File: src/rtl/perf_counter_unit.sv
// Performance counter unit: five saturating 32-bit event counters plus a
// sequential restoring divider that turns cycles/instructions into a Q7.8 CPI.
module perf_counter_unit (
  input  logic         clk,
  input  logic         reset,
  input  logic         count_en,
  input  logic         clear,
  input  logic         stall_in,
  input  logic         retire_in,
  input  logic         arith_in,
  input  logic         mem_req_in,
  output logic [255:0] stall_count_out,
  output logic [255:0] cycles_per_instruction_q78_out,
  output logic [255:0] arith_count_out,
  output logic [255:0] mem_access_count_out
);

  // Counter slots: 0 cycles, 1 instructions, 2 stalls, 3 arithmetic, 4 memory
  localparam int NumCnt   = 5;
  localparam int CycIdx   = 0;
  localparam int InstrIdx = 1;
  localparam int StallIdx = 2;
  localparam int ArithIdx = 3;
  localparam int MemIdx   = 4;

  typedef enum logic [1:0] {
    IDLE,
    DIV,
    DONE
  } cpiState_t;

  logic [31:0]       cntVal [NumCnt];
  logic [NumCnt-1:0] incVec;
  logic              memReqPrevReg;

  cpiState_t         stateReg;
  cpiState_t         stateNext;
  logic [39:0]       quotReg;
  logic [31:0]       remReg;
  logic [31:0]       divisorReg;
  logic [5:0]        iterReg;
  logic [15:0]       cpiReg;

  logic [32:0]       remShift;
  logic              subFits;
  logic [31:0]       remDiff;

  // Memory accesses count on the rising edge of the request level only
  assign incVec = {mem_req_in & ~memReqPrevReg, retire_in & arith_in,
                   stall_in, retire_in, 1'b1};

  // Request history follows the input every cycle, independent of count_en
  always_ff @(posedge clk) begin
    if (reset) begin
      memReqPrevReg <= 1'b0;
    end else begin
      memReqPrevReg <= mem_req_in;
    end
  end

  generate
    for (genvar gi = 0; gi < NumCnt; gi++) begin : g_cnt
      logic [31:0] cntReg;

      // Saturating event counter; clear wins over a same-cycle increment
      always_ff @(posedge clk) begin
        if (reset || clear) begin
          cntReg <= '0;
        end else if (count_en && incVec[gi] && (cntReg != 32'hFFFF_FFFF)) begin
          cntReg <= cntReg + 32'd1;
        end
      end

      assign cntVal[gi] = cntReg;
    end
  endgenerate

  // One restoring-division step: bring in the next dividend bit, try to subtract
  assign remShift = {remReg, quotReg[39]};
  assign subFits  = (remShift >= {1'b0, divisorReg});
  assign remDiff  = remShift[31:0] - divisorReg;

  // CPI state register
  always_ff @(posedge clk) begin
    if (reset) begin
      stateReg <= IDLE;
    end else begin
      stateReg <= stateNext;
    end
  end

  // Next state: snapshot when instructions exist, 40 steps plus a settle cycle, then publish
  always_comb begin
    stateNext = stateReg;
    case (stateReg)
      IDLE:    if (cntVal[InstrIdx] != 32'd0) stateNext = DIV;
      DIV:     if (iterReg == 6'd40) stateNext = DONE;
      DONE:    stateNext = IDLE;
      default: stateNext = IDLE;
    endcase
    if (clear) begin
      stateNext = IDLE;
    end
  end

  // Divider datapath and CPI result register; the snapshot isolates it from live counters
  always_ff @(posedge clk) begin
    if (reset) begin
      quotReg    <= '0;
      remReg     <= '0;
      divisorReg <= '0;
      iterReg    <= '0;
      cpiReg     <= '0;
    end else if (clear) begin
      cpiReg     <= '0;
      iterReg    <= '0;
    end else begin
      case (stateReg)
        IDLE: begin
          if (cntVal[InstrIdx] != 32'd0) begin
            quotReg    <= {cntVal[CycIdx], 8'h00};
            remReg     <= '0;
            divisorReg <= cntVal[InstrIdx];
            iterReg    <= '0;
          end
        end
        DIV: begin
          if (iterReg != 6'd40) begin
            remReg  <= subFits ? remDiff : remShift[31:0];
            quotReg <= {quotReg[38:0], subFits};
            iterReg <= iterReg + 6'd1;
          end
        end
        DONE: begin
          cpiReg <= (|quotReg[39:16]) ? 16'hFFFF : quotReg[15:0];
        end
        default: begin
          cpiReg <= cpiReg;
        end
      endcase
    end
  end

  assign stall_count_out                = {224'd0, cntVal[StallIdx]};
  assign arith_count_out                = {224'd0, cntVal[ArithIdx]};
  assign mem_access_count_out           = {224'd0, cntVal[MemIdx]};
  assign cycles_per_instruction_q78_out = {240'd0, cpiReg};

endmodule
File: config.mk
export PLATFORM = sky130hd
export DESIGN_NAME = perf_counter_unit
export DESIGN_NICKNAME = d
export VERILOG_FILES = /design/src/rtl/perf_counter_unit.sv
export SDC_FILE = /design/constraint.sdc
export NUM_CORES = 1
export LEC_CHECK = 0
export ABC_CLOCK_PERIOD_IN_PS = 6690
export CORE_AREA = 2 2 405 407
export CTS_CLUSTER_SIZE = 24
export DETAILED_ROUTE_END_ITERATION = 8
export DIE_AREA = 0 0 407 409
export GPL_TIMING_DRIVEN = 0
export PLACE_DENSITY = 0.3
export REMOVE_ABC_BUFFERS = 1
export SLEW_MARGIN = 10
export SYNTH_ARGS = -nofsm -noshare
export SYNTH_HDL_FRONTEND = slang
export SYNTH_SLANG_ARGS = --single-unit
export TNS_END_PERCENT = 20
File: constraint.sdc
create_clock -name clk -period 6.69 [get_ports clk]
set_input_delay 2.007 -clock clk [delete_from_list [all_inputs] [get_ports clk]]
set_output_delay 2.007 -clock clk [all_outputs]
set_load 0.02 [all_outputs]
==> flow_metrics.py <==
metrics = {
    "run_status": {
        "outcome": "finished clean",
    },
    "worst_setup_path": {
        "crit_fanout": 10,
        "critical_path_class": "in -> reg",
        "r2r_setup_slack_ns": 3.31,
        "r2r_cells": 11,
        "timing.rr.start": "divisorReg[6]",
        "arrival_ns": 5.13,
        "start_kind": "input pin",
        "crit_path_end_kind": "register",
        "timing.rr.end": "remReg[27]",
        "critPathRequiredTime_ns": 7.15,
    },
    "power_and_ir_drop": {
        "switchingPower_uw": 1456,
        "power.leakage_uw": 0.009223,
        "p_clk_share_pct": 50.9,
        "power_density_nw_per_um2": 205.8,
        "p_comb_share_pct": 12.1,
        "p_seq_share_pct": 36.9,
        "irDropWorstVdd_mv": 0.1426,
        "switching_share_pct": 30.87,
        "intPower_uw": 3259,
    },
    "global_route": {
        "grt_pass1_vias": 12130,
        "grt_use_met2_pct": 9.289,
        "grt.total_usage_pct": 5.842,
        "met3_usage_pct": 1.393,
        "antenna_found_initial": 2,
        "grt_max_degree": 51,
        "gr-total-overflow": 0,
        "grt.busiest_layer": "met2",
        "grt_pass1_wl_um": 76380,
        "grt_use_met1_pct": 7.805,
    },
    "layout": {
        "stdcell_area_um2": 22910,
        "finalNetCount": 2700,
        "multiInputGateArea_um2": 11200,
        "syn_to_final_growth_pct": 9.318,
        "antenna_cells": 0,
        "fillers": 18540,
        "drive_gt1_share_pct": 4.957,
        "regArea_um2": 5786,
    },
    "placement": {
        "io_buffers": 119,
        "gp_congestion": 0.6938,
        "place_area_um2": 21420,
        "place_hpwl_um": 40160,
    },
    "yosys": {
        "synth-seq-area-share_pct": 27.60,
        "synth_area_per_cell_um2": 8.200,
        "syn_area_um2": 20960,
        "ys.flop_type": "dfxtp_1",
        "synth-edff-count": 0,
        "synth_top_area_cell": "buf_4",
        "yosysUniqueCellTypes": 77,
        "synth_top_area_share_pct": 32.70,
        "ys_warn_count": 0,
        "synthArstFlopShare_pct": 0,
        "ys_top_cells_by_area": "buf_4 33%, dfxtp_1 28%, nor2_1 5.1%, xor2_1 4.2%, mux2i_1 3.2%",
        "yosys_register_bits": 289,
        "postSynthCellCount": 2556,
    },
    "sta": {
        "drv_slew": 0,
        "slew_headroom_pct": 16.32,
        "worst_pin_slew_ns": 1.252,
        "min_period_ns": 4.677,
        "hold_viol": 0,
        "rsz0062_at_grt": "false",
        "whs_ns": 0.4711,
        "finalSetupViolations": 0,
        "layout_worst_path_cycle_share_pct": 69.92,
        "clock_skew_ns": 0.02014,
        "max_freq_ghz": 0.2138,
    },
    "cts": {
        "clkSinkCount": 289,
        "htreeDepth": 2,
        "cts-buffers-inserted": 41,
        "clockBufferDepth": 3,
        "hold_buffers": 0,
        "post_cts_resized": 0,
        "path_clk_slew_ns": 0.06,
        "post_cts.repair.setup_buffers": 0,
        "clk_latency_ns": 0.58,
        "cts_tree": "yes",
        "cts_root_buffer": "clkbuf_16",
    },
    "die": {
        "pin_count": 1032,
        "die_y_um": 409,
        "initial_core_util_pct": 12.94,
        "core_area_um2": 162000,
        "rows": 148,
        "dieArea_um2": 166500,
        "die_w_um": 407,
    },
    "min_path": {
        "hold_class": "reg -> reg",
        "hold_end": "remReg[4]",
        "min_from": "remReg[4]",
        "hold_path_depth": 2,
    },
    "routing": {
        "ant_nets": 0,
        "drt_iter0_drc": 466,
        "num_vias": 13880,
        "viasPerCell": 2.857,
        "drc": 0,
        "routed_wl_um": 52840,
        "dr.pass1.iters": 6,
        "routedWlPerCell_um": 10.88,
    },
    "job": {
        "max_cap_violations": 0,
    },
}
[kinds of logic after synthesis]
group                    count (synthesis)  share of synthesized area (%)
AO/OA/AOI/OAI                          266                          8.680
adder cells (fa/ha/maj)                 41                          2.483
multiplexers                            66                          3.152
AND/OR/NAND/NOR                        666                          15.52
other                                    1                        0.01789
buffers and inverters                 1058                          35.48
flip-flops                             289                          27.60
XOR/XNOR                               169                          7.062
[how the worst max path moves through the flow]
stage / from / end / cells past startpoint
after floorplan: clear / remReg[19] / 4
after global placement: clear / remReg[26] / 5
after detailed placement: count_en / g_cnt[3].cntReg[22] / 6
after CTS: count_en / g_cnt[3].cntReg[22] / 6
after global routing: count_en / g_cnt[3].cntReg[22] / 6
final: count_en / g_cnt[3].cntReg[22] / 6
[cell usage after synthesis, types with 6 or more instances]
cell type  instances
and2_1            12
nand2_1          113
a21oi_1           65
or2_2              6
nor2_1           284
a211oi_1          35
xor2_1           100
o21ai_1           20
xnor2_1           69
nor4_1            15
a21o_1            20
a22oi_1           11
a31oi_1           11
a32oi_1           11
clkbuf_1          62
and3_1            21
or3_1             18
dfxtp_1          289
ha_1              40
and4_1            19
buf_2              8
mux2i_1           66
buf_4            913
nand4_1           44
nor3_1            33
o221a_2           16
o21bai_1           6
nand3_1           61
o21ai_0           38
inv_1             68
[routing by layer]
metal	part of all wire (%)	vias to the layer above	wire, µm
met5	0.025	-	13
met4	1.9	2	988
met3	6.0	60	3186
met2	47	452	24740
met1	45	6504	23910
li1	-	6862	-
[worst max-delay path, cell delays in order]
cell             delay (ns)
clkdlybuf4s50_1        1.14
nand3_1                0.54
nor3_2                 0.80
or3b_1                 0.43
xnor2_1                0.14
nor2_1                 0.05
[area by class of cell]
type                            instances  share of cell area [%]
Multi-Input combinational cell       2120                   48.87
Sequential cell                       289                   25.25
Tap cell                             2175                   11.88
Timing Repair Buffer                  131                   6.373
Clock buffer                           62                   5.433
Inverter                               68                   1.114
Clock inverter                         13                   1.081
[sequential cells by signal, summed over array words and instances (netlist names)]
signal	flops
g_cnt.cntReg	160
remReg	32
divisorReg	32
memReqPrevReg	1
cpiReg	16
iterReg	6
stateReg	2
quotReg	40
[through the flow]
stage | util [%] | setup WS (ns) | power (µW) | TNS, ns | cells
detailed placement | 13.22 | 1.266 | 2343 | 0 | 4783
finish | 14.14 | 2.013 | 4715 | 0 | 4858
global route | 14.14 | 1.793 | 4931 | 0 | 4858
CTS | 14.14 | 1.879 | 4816 | 0 | 4858
global placement | 13.03 | -2.937 | 2328 | -488.99 | 4771
floorplan | - | 1.100 | 2274 | 0 | 2477
[power groups by stage]
stage	combinational (µW)	clock [µW]	sequential, µW
6_report	572	2400	1740
5_1_grt	622	2570	1740
4_1_cts	563	2510	1740
3_5_place_dp	563	0	1780
3_3_place_gp	549	0	1780
2_1_floorplan	497	0	1780
[placed cells by master, fill, tap and decap left out, drive strengths merged, types with 18 or more instances in the layout]
cell type | synthesis | final
nor2 | 284 | 284
a21oi | 65 | 65
clkdlybuf4s50 | 0 | 118
or3 | 18 | 18
nor3 | 38 | 38
ha | 40 | 40
nor4 | 19 | 19
dfxtp | 289 | 289
conb | 1 | 912
o21ai | 58 | 58
and4 | 20 | 20
mux2i | 66 | 66
xnor2 | 69 | 69
inv | 68 | 69
nand2 | 114 | 114
nand4 | 47 | 47
nand3 | 62 | 62
a21o | 20 | 20
a211oi | 36 | 36
and3 | 21 | 21
clkbuf | 64 | 62
xor2 | 100 | 100
No activity file was read; power rests on OpenSTA's default activity.
